===== src/rtl/uart_tx_controller.sv =====
// Bulk-message UART transmitter: buffers {addr,data} messages in a small FIFO and
// sends each one as 8N1 frames, address byte first, then data bytes MSB byte first.
module uart_tx_controller #(
    parameter int DATA_WIDTH     = 32,
    parameter int MSG_FIFO_DEPTH = 4,
    parameter int UART_BAUD_RATE = 115200,
    parameter int CLK_FREQ       = 100_000_000
) (
    input  logic                  clk,
    input  logic                  rstn,
    input  logic                  bulk_tx_valid,
    output logic                  bulk_tx_ready,
    input  logic [7:0]            bulk_tx_addr,
    input  logic [DATA_WIDTH-1:0] bulk_tx_data,
    output logic                  uart_txd,
    output logic                  busy
);

    // state | meaning
    // IDLE  | line idle, waiting for a buffered message
    // LOAD  | pick the next byte of the message (one cycle)
    // START | start bit (low) for PULSE_WIDTH cycles
    // DATA  | eight data bits, LSB first
    // STOP  | stop bit (high), then next byte / next message / idle
    localparam int NBYTES      = DATA_WIDTH / 8;
    localparam int MSG_W       = 8 + DATA_WIDTH;
    localparam int PULSE_WIDTH = CLK_FREQ / UART_BAUD_RATE;
    localparam int TW          = $clog2(PULSE_WIDTH + 1);
    localparam int AW          = $clog2(MSG_FIFO_DEPTH);
    localparam int IW          = $clog2(NBYTES + 1);

    localparam logic [TW-1:0] PW_LAST   = TW'(PULSE_WIDTH - 1);
    localparam logic [IW-1:0] LAST_BYTE = IW'(NBYTES);
    localparam logic [AW:0]   PTR_ONE   = (AW+1)'(1);

    typedef enum logic [2:0] {IDLE, LOAD, START, DATA, STOP} state_t;

    state_t            state;
    logic [MSG_W-1:0]  mem [MSG_FIFO_DEPTH];
    logic [AW:0]       wr_ptr, rd_ptr;
    logic [MSG_W-1:0]  shift_msg;
    logic [7:0]        shift_byte;
    logic [IW-1:0]     byte_idx;
    logic [2:0]        bit_idx;
    logic [TW-1:0]     timer;
    logic              empty, full, push, pop, timer_done;

    // Extra pointer MSB separates full (MSBs differ) from empty (pointers equal).
    assign empty         = (wr_ptr == rd_ptr);
    assign full          = (wr_ptr[AW] != rd_ptr[AW]) && (wr_ptr[AW-1:0] == rd_ptr[AW-1:0]);
    assign bulk_tx_ready = !full;
    assign push          = bulk_tx_valid && !full;
    assign timer_done    = (timer == PW_LAST);
    assign pop           = !empty && ((state == IDLE) ||
                           (state == STOP && timer_done && byte_idx == LAST_BYTE));

    always_ff @(posedge clk) begin
        if (push)
            mem[wr_ptr[AW-1:0]] <= {bulk_tx_addr, bulk_tx_data};
    end

    always_ff @(posedge clk or negedge rstn) begin
        if (!rstn) begin
            wr_ptr <= '0;
            rd_ptr <= '0;
        end else begin
            if (push)
                wr_ptr <= wr_ptr + PTR_ONE;
            if (pop)
                rd_ptr <= rd_ptr + PTR_ONE;
        end
    end

    always_ff @(posedge clk or negedge rstn) begin
        if (!rstn) begin
            state      <= IDLE;
            shift_msg  <= '0;
            shift_byte <= '0;
            byte_idx   <= '0;
            bit_idx    <= '0;
            timer      <= '0;
            uart_txd   <= 1'b1;
            busy       <= 1'b0;
        end else begin
            busy <= (state != IDLE) || !empty;
            case (state)
                IDLE: begin
                    timer <= '0;
                    if (pop) begin
                        shift_msg <= mem[rd_ptr[AW-1:0]];
                        byte_idx  <= '0;
                        state     <= LOAD;
                    end
                end
                LOAD: begin
                    // Message is consumed from the top, so the next byte is always the MSBs.
                    shift_byte <= shift_msg[MSG_W-1 -: 8];
                    shift_msg  <= shift_msg << 8;
                    uart_txd   <= 1'b0;
                    timer      <= '0;
                    state      <= START;
                end
                START: begin
                    if (timer_done) begin
                        timer    <= '0;
                        bit_idx  <= '0;
                        uart_txd <= shift_byte[0];
                        state    <= DATA;
                    end else begin
                        timer <= timer + TW'(1);
                    end
                end
                DATA: begin
                    if (timer_done) begin
                        timer <= '0;
                        if (bit_idx == 3'd7) begin
                            uart_txd <= 1'b1;
                            state    <= STOP;
                        end else begin
                            bit_idx    <= bit_idx + 3'd1;
                            uart_txd   <= shift_byte[1];
                            shift_byte <= {1'b0, shift_byte[7:1]};
                        end
                    end else begin
                        timer <= timer + TW'(1);
                    end
                end
                STOP: begin
                    if (timer_done) begin
                        timer <= '0;
                        if (byte_idx != LAST_BYTE) begin
                            byte_idx <= byte_idx + IW'(1);
                            state    <= LOAD;
                        end else if (pop) begin
                            shift_msg <= mem[rd_ptr[AW-1:0]];
                            byte_idx  <= '0;
                            state     <= LOAD;
                        end else begin
                            state <= IDLE;
                        end
                    end else begin
                        timer <= timer + TW'(1);
                    end
                end
                default: begin
                    state    <= IDLE;
                    uart_txd <= 1'b1;
                    timer    <= '0;
                end
            endcase
        end
    end

endmodule


===== config.mk =====
export PLATFORM = sky130hd
export DESIGN_NAME = uart_tx_controller
export DESIGN_NICKNAME = d
export VERILOG_FILES = /design/src/rtl/uart_tx_controller.sv
export SDC_FILE = /design/constraint.sdc
export NUM_CORES = 1
export LEC_CHECK = 0
export BUFFER_PORTS_ARGS = -buffer_cell sky130_fd_sc_hd__buf_2
export CAP_MARGIN = 25
export CORE_MARGIN = 5
export CORE_UTILIZATION = 48
export DETAILED_ROUTE_END_ITERATION = 8
export PLACE_DENSITY = 0.65
export SYNTH_ARGS = -nofsm -noshare
export SYNTH_HDL_FRONTEND = slang
export SYNTH_SLANG_ARGS = --single-unit
export TNS_END_PERCENT = 50

===== constraint.sdc =====
create_clock -name clk -period 3.76 [get_ports clk]
set_clock_uncertainty 0.1 [all_clocks]
set_input_delay 0.188 -clock clk [delete_from_list [all_inputs] [get_ports clk]]
set_output_delay 0.188 -clock clk [all_outputs]
set_load 0.005 [all_outputs]

**Word-level counts from Yosys, hierarchy flattened**

Memories as Yosys holds them, arrays and structs flattened.
Cells that the tools add are included.

- Bits in registers: 75
- Memory bits (writable): 160
- Input port bits: 43
- Memories kept: 1

Memories:

| name | depth | bits a word | read ports | clocked after memory_dff | wr ports | line | text |
|---|---|---|---|---|---|---|---|
| mem | 4 | 40 | 1 | 0 | 1 | 39 | `logic [MSG_W-1:0] mem [MSG_FIFO_DEPTH];` |

- Add/sub/neg operators: 5
- Equal/unequal tests: 18
- Multiplexer cells: 31
- Bitwise operators: 1
- Reduce and logical (&&, ||, !) cells: 23

Operators with widths:

| cell | number |
|---|---|
| two-way mux 40 bit | 3 |
| one-hot mux 40 bit (3 select lines) | 1 |
| two-way mux 3 bit | 11 |
| two-way mux 10 bit | 2 |
| two-way mux 8 bit | 2 |
| one-hot mux 8 bit (2 select lines) | 1 |
| one-hot mux 3 bit (5 select lines) | 1 |
| != test 2 bit, second input constant | 7 |
| adder 3 x 1 -> 3 bit, second input constant | 4 |
| one-hot mux 3 bit (2 select lines) | 2 |
| adder 10 x 1 -> 10 bit, second input constant | 1 |
| equality test 10 bit, second input constant | 1 |
| equality test 3 bit, second input constant | 3 |
| AND reduction 3 bit | 3 |
| two-way mux 1 bit | 7 |
| equality test 3 x 2 -> 1 bit, second input constant | 2 |
| nonzero test 2 bit | 3 |
| nonzero test 3 bit | 2 |
| logical AND 1 bit | 5 |
| AND reduction 5 bit | 1 |
| one-hot mux 1 bit (4 select lines) | 1 |
| AND reduction 4 bit | 1 |
| equality test 3 x 1 -> 1 bit, second input constant | 1 |
| equality test 3 bit | 1 |
| 10 further kinds | 12 |

**Logic depth before layout (Yosys ltp)**

Gate-level depths: netlist (run 1).

- Depth in word-level cells: 9
- Gate-level depth with buffers: 7
- Gate-level depth less buffers: 6

**Worst setup path before layout (run 1)**

Ideal clock, no wire load.

- Path kind: reg-to-reg
- Start point: register rd_ptr[1]
- End point: memory mem[3][0] (netlist name) (enable)
- Arrival time: 2.183 ns
- Required time: 3.257 ns
- Path slack: 1.075 ns
- Cell stages (with the launch flop): 5
- Path buffers: 1
- Clock period less this slack: 2.685 ns
- Path through: dfrtp_1 -> buf_2 -> xor2_1 -> o31a_1 -> and2_1

- Word-level cells in the longest chain between the ends: 6

RTL lines:

| element | line | text |
|---|---|---|
| from (decl) | 40 | `logic [AW:0] wr_ptr, rd_ptr;` |
| from (signal assigned) | 70 | `rd_ptr <= rd_ptr + PTR_ONE;` |
| equality test 2 bit | 50 | `assign full = (wr_ptr[AW] != rd_ptr[AW]) && (wr_ptr[AW-1:0] == rd_ptr[AW-1:0]);` |
| logical AND 1 bit | 50 |  |
| logical NOT 1 bit | 52 | `assign push = bulk_tx_valid && !full;` |
| logical AND 1 bit | 52 |  |
| two-way mux 1 bit | 58 | `if (push)` |
| two-way mux 1 bit (implied by the code) | 59 | `mem[wr_ptr[AW-1:0]] <= {bulk_tx_addr, bulk_tx_data};` |
| to (decl) | 39 |  |

No other way between the ends.

**Worst setup path in the final report (run 1)**

- Start point: register wr_ptr[1]
- End point: memory mem[0][4] (netlist name) (enable)

- Word-level cells in the longest chain between the ends: 6

RTL lines:

| element | line | text |
|---|---|---|
| from (decl) | 40 |  |
| from (signal assigned) | 68 | `wr_ptr <= wr_ptr + PTR_ONE;` |
| equality test 2 bit | 50 |  |
| logical AND 1 bit | 50 |  |
| logical NOT 1 bit | 52 |  |
| logical AND 1 bit | 52 |  |
| two-way mux 1 bit | 58 |  |
| two-way mux 1 bit (implied by the code) | 59 |  |

Several ways; a longest one is shown, not always the timed one.

==> impl_summary.md, run 1 <==
Finish
The proportion of layout cells with a drive suffix above 1 is 0.2348. The total of fill cells in the finished design is 1616. The area growth from synthesis to layout is 17.74%. The net count of the finished layout is 758. The fraction of the core area covered by cells at the end of the flow is 0.5685. The count of antenna diodes in the layout is 0. For this run, the number of standard cells in the final layout without fillers is 994.

Global routing
The via count of the first global-routing pass was 5758. The pin count of the biggest net entering global routing is 43. For this run, global-route usage on met3 was measured as 0.02588. The overall global routing resource usage is 0.1659. For this run, global-route usage on met1 was measured as 0.2251. The first-pass GRT wire length is 31.20 mm. met2 is the most crowded layer. The remaining global-route overflow is 0. The global-route track usage on met2 is 0.2803. The initial antenna violation count was 0.

Clock tree
After clock tree synthesis, the clock-pin slew on the worst setup and hold paths is 0.06 ns. The CTS tree is built. Gates resized during post-CTS repair numbered 0. The clock passes through at most 3 buffers. The total number of H-tree levels is 1.

CTS saw 235 sinks. Counting the buffers created by CTS gives 25. The later pin in the worst-skew pair is clocked with a latency of 0.53 ns.

Clock tree synthesis selected as its root buffer the cell sky130_fd_sc_hd__clkbuf_16.

Route
The antenna violation net count after detailed routing is 0. Across all layers, the routed design uses 5394 vias. In the routed design, unresolved DRC markers number 0. The final wirelength is 18.70 mm.

Using the TritonRoute via totals, the vias-per-cell ratio works out to 5.427. Before antenna repair, the detailed router went through 4 iterations. In this run, the number of DRC markers left after iteration 0 of detailed routing was 295. Dividing the detail-routed wire length by the instance count gives 18.82 um.

Floorplan
In this run the vertical extent of the chip is 152.0 um. For this configuration, the core starts out at a cell density of 0.4828. 46 I/O pins were placed. The placement row count is 52.

The die covers 23100 um2. After floorplanning, the core was sized to cover 20040 um2. The die is 152.0 um wide.

Synthesis
The post-synthesis cell area is 9676 um2. The cell with the most instances after synthesis is sky130_fd_sc_hd__edfxtp_1. The top-area cell type share of the netlist area is 0.4966.

In the synthesized netlist the async set-or-reset flop fraction comes to 0.3191. The total of warnings raised by yosys is 0. The number of nets handed over by synthesis was 665. The main flop type after synthesis is sky130_fd_sc_hd__edfxtp_1. The biggest area contributor in the post-synthesis netlist is sky130_fd_sc_hd__edfxtp_1. The proportion of synthesized chip area in sequential cells is 0.6907. Synthesis instantiated 51 different standard cells from the library. Yosys attributes the largest share of cell area to sky130_fd_sc_hd__edfxtp_1 (50%), sky130_fd_sc_hd__dfrtp_1 (19%), sky130_fd_sc_hd__mux4_2 (9.3%). The cell count after synthesis is 612. A synthesized cell averages 15.81 um2.

The synthesized design contains 160 enable-type register cells. The number of storage elements in the synthesis netlist is 235. The commonest cells after synthesis are sky130_fd_sc_hd__edfxtp_1 (160), sky130_fd_sc_hd__nand2_1 (77), sky130_fd_sc_hd__dfrtp_1 (74).

STA
The worst path needs 2.524 ns of the cycle, external delays included. Measured against its own limit, the worst slew margin works out to 0.4273. For the pin with the worst max-slew slack, the measured transition is 0.8590 ns. The number of setup violations in the final report is 0. The final number of hold-violating endpoints is 0. The final-report max-slew violation count is 0.

Timing would allow up to 0.3962 GHz. Adding up every negative setup slack in the final design gives 0 ns. Setup repair after global routing left no endpoint under its margin. Of the available clock period, the critical path in the final layout requires 0.6712.

Outcome
The flow ran to the end, and the final reports show no timing, DRC or antenna violations.

Place
The half-perimeter wire length after detailed placement is 11.85 mm. The total of buffers placed on input and output ports is 45. Once placement completed, the tool counted placed cells totaling 907. The final estimated routing congestion in global placement is 0.7827.

Critical path
The category of the worst setup path capture point is a register. The critical path goes through xor2_1 -> o31a_1 -> and2_2 -> buf_4. The largest driver fanout on the critical path is 25. The number of cells on the worst reg-to-reg path is 4. The largest individual stage delay along the critical path comes from the cell sky130_fd_sc_hd__and2_2. The endpoint arrival time on the critical path is 2.66 ns. The critical path is of the register to register type. The launch instance of the worst register-to-register path is wr_ptr[1]. The register-to-register setup slack is 1.24 ns. The critical path launch point type is a register. The largest single stage delay on the critical path is 0.67 ns. The worst register-to-register path ends at mem[0][4]. The required time of the worst setup path is 3.89 ns.

Power and ir drop
The power density over the cells is 537.7 nW/um2. The reported leakage power is 4.106 nW. VDD sags by at most 0.0005391 V.

Min path
Counting instances, the worst hold path has a depth of 3. The path with the worst hold slack has its endpoint at wr_ptr[0]. In this run the most critical hold path is launched from bulk_tx_valid.

The tightest min-delay check is of the primary input to register type.

Job
Max-cap violations in this run came to 0.
[kinds of logic after synthesis]
logic type / share of synthesized area
AND/OR/NAND/NOR: 0.08613
buffers and inverters: 0.02108
XOR/XNOR: 0.01448
multiplexers: 0.1150
flip-flops: 0.6907
AO/OA/AOI/OAI: 0.05975
adder cells (fa/ha/maj): 0.01293
[layer usage]
layer | up-vias | part of all wire
li1 | 2530 | -
met1 | 2737 | 0.43
met2 | 96 | 0.51
met3 | 31 | 0.034
met4 | 0 | 0.027
met5 | - | 0
[cell usage in the layout (no fill, tap or decap), types with 4 or more instances in the layout]
cell,Yosys,routed
sky130_fd_sc_hd__nand3_1,46,46
sky130_fd_sc_hd__clkbuf_16,0,25
sky130_fd_sc_hd__inv_1,10,10
sky130_fd_sc_hd__ha_1,10,10
sky130_fd_sc_hd__a22o_1,4,4
sky130_fd_sc_hd__xnor2_1,11,11
sky130_fd_sc_hd__nor2_1,13,13
sky130_fd_sc_hd__o211ai_1,32,32
sky130_fd_sc_hd__nand2_1,77,77
sky130_fd_sc_hd__xor2_1,5,5
sky130_fd_sc_hd__mux4_2,40,40
sky130_fd_sc_hd__clkinv_1,0,8
sky130_fd_sc_hd__buf_2,16,45
sky130_fd_sc_hd__edfxtp_1,160,160
sky130_fd_sc_hd__dfrtp_1,74,73
sky130_fd_sc_hd__buf_4,4,15
sky130_fd_sc_hd__dlygate4sd3_1,0,41
sky130_fd_sc_hd__a21oi_1,11,11
sky130_fd_sc_hd__mux2_2,16,16
sky130_fd_sc_hd__and2_2,0,4
sky130_fd_sc_hd__clkbuf_1,15,5
sky130_fd_sc_hd__o21ai_0,15,15
[flip-flops by register name (all words and copies together), names as in the netlist]
signal	cells
byte_idx	3
wr_ptr	3
bit_idx	3
shift_byte	8
shift_msg	40
timer	10
busy	1
state	3
mem	160
uart_txd	1
rd_ptr	3
[final cells by class]
class | instances | area [um2] | area share
Clock buffer | 32 | 671.9 | 0.05898
Clock inverter | 14 | 102.6 | 0.009006
Inverter | 10 | 37.54 | 0.003295
Multi-Input combinational cell | 332 | 2810 | 0.2467
Sequential cell | 235 | 6684 | 0.5867
Tap cell | 270 | 337.8 | 0.02965
Timing Repair Buffer | 101 | 748.2 | 0.06568
[stage by stage]
step	setup slack [ns]	cell area [um2]	hold WS, ns	total power [mW]
after floorplan	1.075	9676	-0.2076	3.611
after global placement	1.286	10210	0.2257	3.833
after detailed placement	1.208	10210	0.2396	3.874
after CTS	1.224	11390	0.02320	6.201
after global routing	1.021	11390	0.03839	6.397
final	1.236	11390	0.03136	6.126
[report_power, final]
group | internal [mW] | switching, mW
Combinational | 0.219 | 0.367
Sequential | 3.17 | 0.0859
Clock | 1.33 | 0.955
[timing repair]
item                                   in CTS  in global routing
buffers inserted                            0                  0
hold buffers                               41                  0
endpoints found under the hold margin     194                  0
[worst max-delay path by stage]
stage	start	endpoint	slack, ns	depth (start not counted)
after CTS	wr_ptr[1]	mem[0][4]	1.22	4
final	wr_ptr[1]	mem[0][4]	1.24	4
after floorplan	rd_ptr[1]	mem[3][0]	1.07	4
after detailed placement	wr_ptr[1]	mem[0][34]	1.21	4
after global placement	wr_ptr[1]	mem[0][21]	1.29	4
after global routing	wr_ptr[0]	mem[0][4]	1.02	4
[critical path: cells and delay by family, from the launching register on]
kind                      cells  cell delay [ns]
xor gates and xnor gates      1             0.42
AOI/OAI and AO/OA             1             0.32
buffers and inverters         1             0.30
and+or+nand+nor               1             0.67
DFF                           1             0.42
Power figures use the tool's default switching activity.
==> run 2: changes to the inputs <==
- ABC_AREA: not set -> 1
- clock period: 3.76 -> 2.5 ns (I/O delays scaled with it)
==> impl_summary.md, run 2 <==
Synthesis
Of all cell types, the one taking the most synthesized area is sky130_fd_sc_hd__edfxtp_1. By count the netlist is led by sky130_fd_sc_hd__edfxtp_1 (160), sky130_fd_sc_hd__o21ai_0 (149), sky130_fd_sc_hd__nand2_1 (143). The number of distinct standard cells referenced by the synthesized netlist is 35 (-31%). Ranked by total cell area, the synthesized netlist is headed by sky130_fd_sc_hd__edfxtp_1 (49%), sky130_fd_sc_hd__dfrtp_1 (19%), sky130_fd_sc_hd__o21ai_0 (7.6%). The post-synthesis cell area is 9823 um2 (+1.5%).

The top-area cell type share of the netlist area was 0.4891 (-0.007463). The main flop type after synthesis is sky130_fd_sc_hd__edfxtp_1. The number of enable flip-flop cells after synthesis is 160 (unchanged). The number of storage elements in the synthesis netlist is 235 (unchanged). The proportion of synthesized chip area in sequential cells was 0.6803 (-0.01038). The total of warnings raised by yosys is 0 (unchanged). The cell count after synthesis was 902 (+47%). The average instance area after synthesis is 10.89 um2 (-31%).

The share of async-settable or async-resettable flops after synthesis was 0.3191 (unchanged). In the post-synthesis netlist, the cell with the most instances is sky130_fd_sc_hd__edfxtp_1. The net count after synthesis is 955 (+44%).

Critical path
The worst reg2reg path depth is 10 (+6). STA classifies the critical path startpoint as a register. The category of the worst setup path capture point is a register.

The endpoint arrival time on the critical path was 2.46 ns (-0.20 ns). The worst register-to-register path ends at shift_msg[23]. The register-to-register setup slack came to 0.38 ns (-0.86 ns). The required time of the worst setup path is 2.84 ns (-1.05 ns).

The largest driver fanout on the critical path is 26 (+4.0%). In this run the critical register-to-register path is launched from timer[0]. The critical setup path kind is register to register.

STA
The part of the cycle the worst path needs is 0.8486 (+0.1774). The final number of hold-violating endpoints is 0 (unchanged). The number of setup violations in the final report is 0 (unchanged).

The final-report max-slew violation count was 0 (unchanged). The post-layout minimum cycle time is 2.122 ns (-0.4023 ns). The worst max-slew margin expressed relative to the limit came to 0.5358 (+0.1085). The worst hold slack after final layout is 0.005174 ns (-0.02619 ns). The transition time at the pin with the least slew margin is 0.6962 ns (-0.1628 ns). Setup repair after global routing left no endpoint under its margin. The peak clock frequency supported by timing came to 0.4714 GHz (+19%).

Clock tree
The clock latency on the worst-skew pair is 0.53 ns (about the same). TritonCTS built the clock tree. The number of buffers inserted to repair setup after CTS is 0 (unchanged). The number of gates resized after cts is 0 (unchanged). The number of sinks driven by the clock tree is 235 (unchanged). The buffer levels on the longest clock path was 3 (unchanged). The total clock buffers created by CTS is 25 (unchanged). The total number of H-tree levels is 1 (unchanged). The clock slew seen by the registers of the worst setup and hold paths came to 0.06 ns (about the same).

The cell chosen for the clock root is sky130_fd_sc_hd__clkbuf_16.

Global routing
The overall global routing resource usage came to 0.1761 (+0.01026). The first-pass GRT wire length is 33.62 mm (+7.7%). The pin count of the biggest net entering global routing is 68 (+58%).

The initial antenna violation count is 0 (unchanged). The remaining global-route overflow is 0 (unchanged). The via count of the first global-routing pass is 6551 (+14%).

Floorplan
The area inside the core boundary is 20170 um2 (+0.65%). The area of the die is 23430 um2 (+1.4%). The floorplan die width is 153.1 um (+0.71%).

The initial cell density of the core is 0.4870 (+0.004205). The chip height was 153.1 um (+0.71%). The placement row count is 52 (unchanged).

The count of pins on the block boundary is 46 (unchanged).

Place
The half-perimeter wire length after detailed placement came to 12.64 mm (+6.6%). The total of buffers placed on input and output ports is 45 (unchanged). The final estimated routing congestion in global placement is 0.8024 (+2.5%).

Power and ir drop
The reported leakage power is 4.671 nW (+14%). The clock power share came to 0.383 (+0.010). The part of the power in combinational logic is 0.098 (+0.002). The maximum ir drop on the vdd rail is 0.0006024 V (+12%).

The switching power total was 2.217 mW (+57%). The power density over the cells came to 808.0 nW/um2 (+50%). The total internal power came to 7.182 mW (+52%). The post-route total power was 9.399 mW (+53%). The switching share of power is 0.2358 (+0.005949).

The sequential group share of total power is 0.519 (-0.012).

Finish
The total of fill cells in the finished design is 1673 (+3.5%). The area growth from synthesis to final layout is 18.41%. The net count of the finished layout came to 1045 (+38%). The proportion of layout cells with a drive suffix above 1 is 0.1307 (-0.1041).

The count of antenna diodes in the layout came to 0 (unchanged). The flip-flop count of the largest register, all copies and words added is 160 (unchanged). The most common library cell in the layout ignoring fill and taps is sky130_fd_sc_hd__edfxtp_1. The top cell types in the final layout, fill and taps aside, are sky130_fd_sc_hd__edfxtp_1 (160), sky130_fd_sc_hd__o21ai_0 (149), sky130_fd_sc_hd__nand2_1 (143).

Route
The per-cell routed wire length was 15.90 um (-15%). The total via count in the routed design is 6506 (+21%). The final wirelength came to 20.36 mm (+8.8%).

The number of detailed-routing iterations run before antenna repair is 4 (unchanged). The DRC violation total after the first TritonRoute iteration was 318 (+7.8%). The per-cell via count in the routed design was 5.083 (-6.3%).

The antenna violation net count after detailed routing was 0 (unchanged). The remaining routing DRC violations is 0 (unchanged).

Outcome
The flow ran to the end, and the final reports show no timing, DRC or antenna violations.

Min path
The tightest min-delay check is of the primary input to async pin type.

Job
The total of max-cap violations is 0 (unchanged).
run 2: logic make-up after synthesis:
kind of cell	Yosys count	share of synthesized area
DFF	235	0.6803
buffers and inverters	119	0.05210
and+or+nand+nor	327	0.1360
AOI/OAI and AO/OA	202	0.1101
xor gates and xnor gates	9	0.008789
adders and majority gates	10	0.01274
run 2: cell type report:
| class | instances | area (um2) | share of cell area |
|---|---|---|---|
| Tap cell | 270 | 337.8 | 0.02904 |
| Clock inverter | 18 | 173.9 | 0.01495 |
| Clock buffer | 27 | 633.1 | 0.05443 |
| Multi-Input combinational cell | 548 | 2659 | 0.2286 |
| Inverter | 74 | 277.8 | 0.02388 |
| Timing Repair Buffer | 108 | 865.8 | 0.07444 |
| Sequential cell | 235 | 6684 | 0.5747 |
run 2: how the worst max path moves through the flow:
stage / startpoint / to / cells after the start
2_1_floorplan: rd_ptr[0] / mem[0][0] / 5
3_3_place_gp: timer[0] / shift_msg[26] / 10
3_5_place_dp: wr_ptr[1] / mem[3][5] / 7
4_1_cts: wr_ptr[1] / mem[3][39] / 7
5_1_grt: wr_ptr[1] / shift_msg[23] / 11
6_report: timer[0] / shift_msg[23] / 10
run 2: critical path, cell delays in order (launching register included):
cell	delay, ns
sky130_fd_sc_hd__dfrtp_1	0.38
sky130_fd_sc_hd__ha_1	0.20
sky130_fd_sc_hd__inv_1	0.07
sky130_fd_sc_hd__nor3_2	0.19
sky130_fd_sc_hd__nand3_2	0.14
sky130_fd_sc_hd__nand2_2	0.10
sky130_fd_sc_hd__nand2_4	0.16
sky130_fd_sc_hd__nand2_4	0.28
sky130_fd_sc_hd__buf_4	0.26
sky130_fd_sc_hd__nand2_1	0.08
sky130_fd_sc_hd__o21ai_0	0.08
run 2: stage by stage:
step	setup TNS, ns	instances	setup WS (ns)	utilization	instance area, um2
finish	0	1280	0.3785	0.5767	11630
global route	0	1280	0.1921	0.5767	11630
CTS	0	1280	0.3561	0.5767	11630
detailed placement	0	1194	0.3696	0.5163	10410
global placement	0	1194	0.4456	0.5163	10410
floorplan	-7.706	902	-0.06422	-	9838
run 2: what timing repair did:
action | CTS | global route
setup endpoints to repair | 0 | 0
endpoints found under the hold margin | 234 | 0
hold buffers | 41 | 0
run 2: routing by layer:
layer / wire [um] / global-route usage
met5: 0 / 0
met4: 572 / 0.05685
met3: 685 / 0.02488
met2: 9882 / 0.2910
met1: 9216 / 0.2430
run 2: power by group through the flow:
stage / clock network, mW / registers (mW) / logic (mW)
floorplan: 0 / 4.94 / 0.475
global placement: 0 / 4.94 / 0.877
detailed placement: 0 / 4.95 / 0.894
CTS: 3.68 / 4.88 / 0.947
global route: 3.86 / 4.91 / 1.03
finish: 3.60 / 4.88 / 0.926
==> run 3: changes to the inputs <==
- ABC_AREA: 1 -> 0
- clock period: 2.5 -> 2 ns (I/O delays scaled with it)
==> impl_summary.md, run 3 (same netlist as run 1, synthesis figures left out) <==
Route
The highest routed metal layer is met4. The remaining routing DRC violations is 0 (unchanged). The DRC violation total after the first TritonRoute iteration is 380 (+19%). The per-cell routed wire length is 19.21 um (+21%). The number of detailed-routing iterations run before antenna repair came to 6 (+2). The routed metal-1 wirelength is 8.426 mm (-8.6%). The total via count in the routed design is 5691 (-13%). The per-cell via count in the routed design is 5.509 (+8.4%). The final wirelength is 19.84 mm (-2.5%). The antenna violation net count after detailed routing is 0 (unchanged). The length of routed met2 wiring was 10.30 mm (+4.2%). The met3 wire length is 741 um (+8.2%).

Critical path
The register-to-register setup slack is 0.02 ns (-0.36 ns). The worst setup path is captured at a register. The worst setup path is launched from a register. The critical path is of the register to register type. The number of buffer and inverter instances along the worst setup path is 1 (-1).

The stage delay of the slowest cell on the critical path is 0.44 ns (+0.06 ns). The worst reg2reg path depth is 4 (-6). The launch instance of the worst register-to-register path is rd_ptr[2].

The kind of cell with the highest combined delay along the critical path is flip-flops. The signal on the critical path passes through xnor2_1 -> o31a_1 -> and2_4 -> buf_12. The worst register-to-register path ends at mem[3][20]. The cell at the slowest stage of the critical path is sky130_fd_sc_hd__dfrtp_1. The required time of the worst setup path was 2.11 ns (-0.73 ns).

The endpoint arrival time on the critical path is 2.09 ns (-0.37 ns). The largest driver fanout on the critical path is 16 (-38%).

Finish
The fraction of the core area covered by cells at the end of the flow is 0.6000 (+0.02335). The area growth from synthesis to final layout is 24.27%. The count of placed standard cells in the final layout, fillers left out is 1033 (-19%). The proportion of layout cells with a drive suffix above 1 is 0.2962 (+0.1655). The area of all placed cells without fillers is 12020 um2 (+3.4%). The count of antenna diodes in the layout is 0 (unchanged). Leaving out fill and tap cells, the most frequent cells in the layout are sky130_fd_sc_hd__edfxtp_1 (160), sky130_fd_sc_hd__nand2_1 (77), sky130_fd_sc_hd__dfrtp_1 (72).

The net count of the finished layout is 798 (-24%). The flip-flop count of the largest register, all copies and words added is 160 (unchanged). The most common library cell in the layout ignoring fill and taps is sky130_fd_sc_hd__edfxtp_1.

STA
The number of setup violations in the final report was 0 (unchanged). The final worst slack is 0.02251 ns (-0.3560 ns). The peak clock frequency supported by timing is 0.5057 GHz (+7.3%). The post-layout minimum cycle time is 1.977 ns (-0.1440 ns). The final number of hold-violating endpoints is 0 (unchanged). The final-report max-slew violation count is 0 (unchanged).

The worst max-slew margin expressed relative to the limit is 0.5670 (+0.03111). The transition time at the pin with the least slew margin is 0.6496 ns (-0.04666 ns). The part of the cycle the worst path needs is 0.9887 (+0.1401).

Floorplan
The chip height is 152.0 um (-0.71%). The floorplan die width is 152.0 um (-0.71%). The placement row count was 52 (unchanged). The count of pins on the block boundary is 46 (unchanged).

The area of the die is 23100 um2 (-1.4%). The area inside the core boundary is 20040 um2 (-0.65%). The initial cell density of the core is 0.4828 (-0.004205).

Power and ir drop
The reported leakage power is 4.412 nW (-5.6%). The maximum ir drop on the vdd rail is 0.0006900 V (+15%). The power density over the cells is 1023 nW/um2 (+27%). The post-route total power came to 12.30 mW (+31%).

Clock tree
The buffer levels on the longest clock path is 3 (unchanged). The total clock buffers created by CTS came to 24 (-4.0%). The number of sinks driven by the clock tree is 235 (unchanged).

The cell chosen for the clock root is sky130_fd_sc_hd__clkbuf_16. The clock latency on the worst-skew pair was 0.51 ns (-0.02 ns). The clock slew seen by the registers of the worst setup and hold paths is 0.06 ns (about the same). TritonCTS built the clock tree. The total number of H-tree levels is 1 (unchanged).

Global routing
The remaining global-route overflow is 0 (unchanged). The first-pass GRT wire length is 32.04 mm (-4.7%). The overall global routing resource usage came to 0.1696 (-0.006544). The via count of the first global-routing pass is 5891 (-10%). The initial antenna violation count came to 0 (unchanged).

The pin count of the biggest net entering global routing is 76 (+12%).

Place
The total of buffers placed on input and output ports is 45 (unchanged). The area after detailed placement is 10570 um2 (+1.5%). The worst setup slack after placement is -0.01593 ns (-0.3855 ns). The final estimated routing congestion in global placement is 0.7881 (-1.8%). The placed cell count was 936 (-22%). The half-perimeter wire length after detailed placement came to 12.46 mm (-1.4%).

Job
The total of max-cap violations was 0 (unchanged).

Min path
The class of the most critical hold timing path is primary input to async pin.

Outcome
The run finished with clean final reports.
-- run 3: changes by cell type in the layout (fill, tap and decap cells not counted), sizes merged, moves of 7 or more --
| cell | delta |
|---|---|
| o21ai | -144 |
| nor2 | -119 |
| nand2 | -71 |
| inv | -65 |
| mux4 | +40 |
| buf | +32 |
| o211ai | +27 |
| mux2 | +17 |
| o22ai | -16 |
| nand3 | +15 |
| xnor2 | +9 |
| a31oi | -7 |
-- run 3: area by class of cell --
| cell class | instances | area [um2] |
|---|---|---|
| clock inverters | 12 | 185.2 |
| fillers | 1537 | 8015 |
| well taps | 270 | 337.8 |
| inverters | 10 | 37.54 |
| flip-flops and latches | 235 | 6685 |
| clock buffers | 32 | 671.9 |
| repair buffers | 142 | 1236 |
| multi-input cells | 332 | 2870 |
-- run 3: worst max path at each step --
stage | slack, ns | startpoint | depth (start not counted) | to
after floorplan | 0.03 | timer[0] | 5 | shift_byte[0]
after global placement | 0.03 | timer[1] | 5 | shift_byte[3]
after detailed placement | -0.02 | byte_idx[0] | 9 | shift_msg[20]
after CTS | 0.004 | rd_ptr[0] | 4 | bulk_tx_ready
after global routing | -0.04 | rd_ptr[2] | 4 | mem[3][24]
final | 0.02 | rd_ptr[2] | 4 | mem[3][20]
-- run 3: power breakdown --
part	internal [mW]	switching, mW
clock network	3.00	1.79
registers	5.94	0.156
logic	0.642	0.771
-- run 3: worst reg2reg max path, cell delays in order, from the launching register on --
cell and delay [ns]:
sky130_fd_sc_hd__dfrtp_1 0.44, sky130_fd_sc_hd__xnor2_1 0.29, sky130_fd_sc_hd__o31a_1 0.32, sky130_fd_sc_hd__and2_4 0.33, sky130_fd_sc_hd__buf_12 0.21
-- run 3: metrics by stage --
stage                     setup TNS (ns)  hold slack [ns]
after global routing              -2.030           0.1132
after CTS                              0          0.06621
after floorplan                        0          -0.2956
after detailed placement        -0.02392          0.06187
final                                  0          0.05054
after global placement                 0          0.05893
-- run 3: repair_timing --
action	4_1_cts	5_1_grt
cloned	0	1
hold endpoints to repair	237	0
gates resized for setup	3	14
hold buffers	42	0
endpoints found under the setup margin	14	166
pin swaps	1	5
buffers inserted	1	9
-- run 3: per-layer routing --
layer / vias up / global-route usage
met5: - / 0
met4: 0 / 0.04409
met3: 35 / 0.02162
met2: 130 / 0.2904
met1: 2922 / 0.2325
li1: 2604 / -
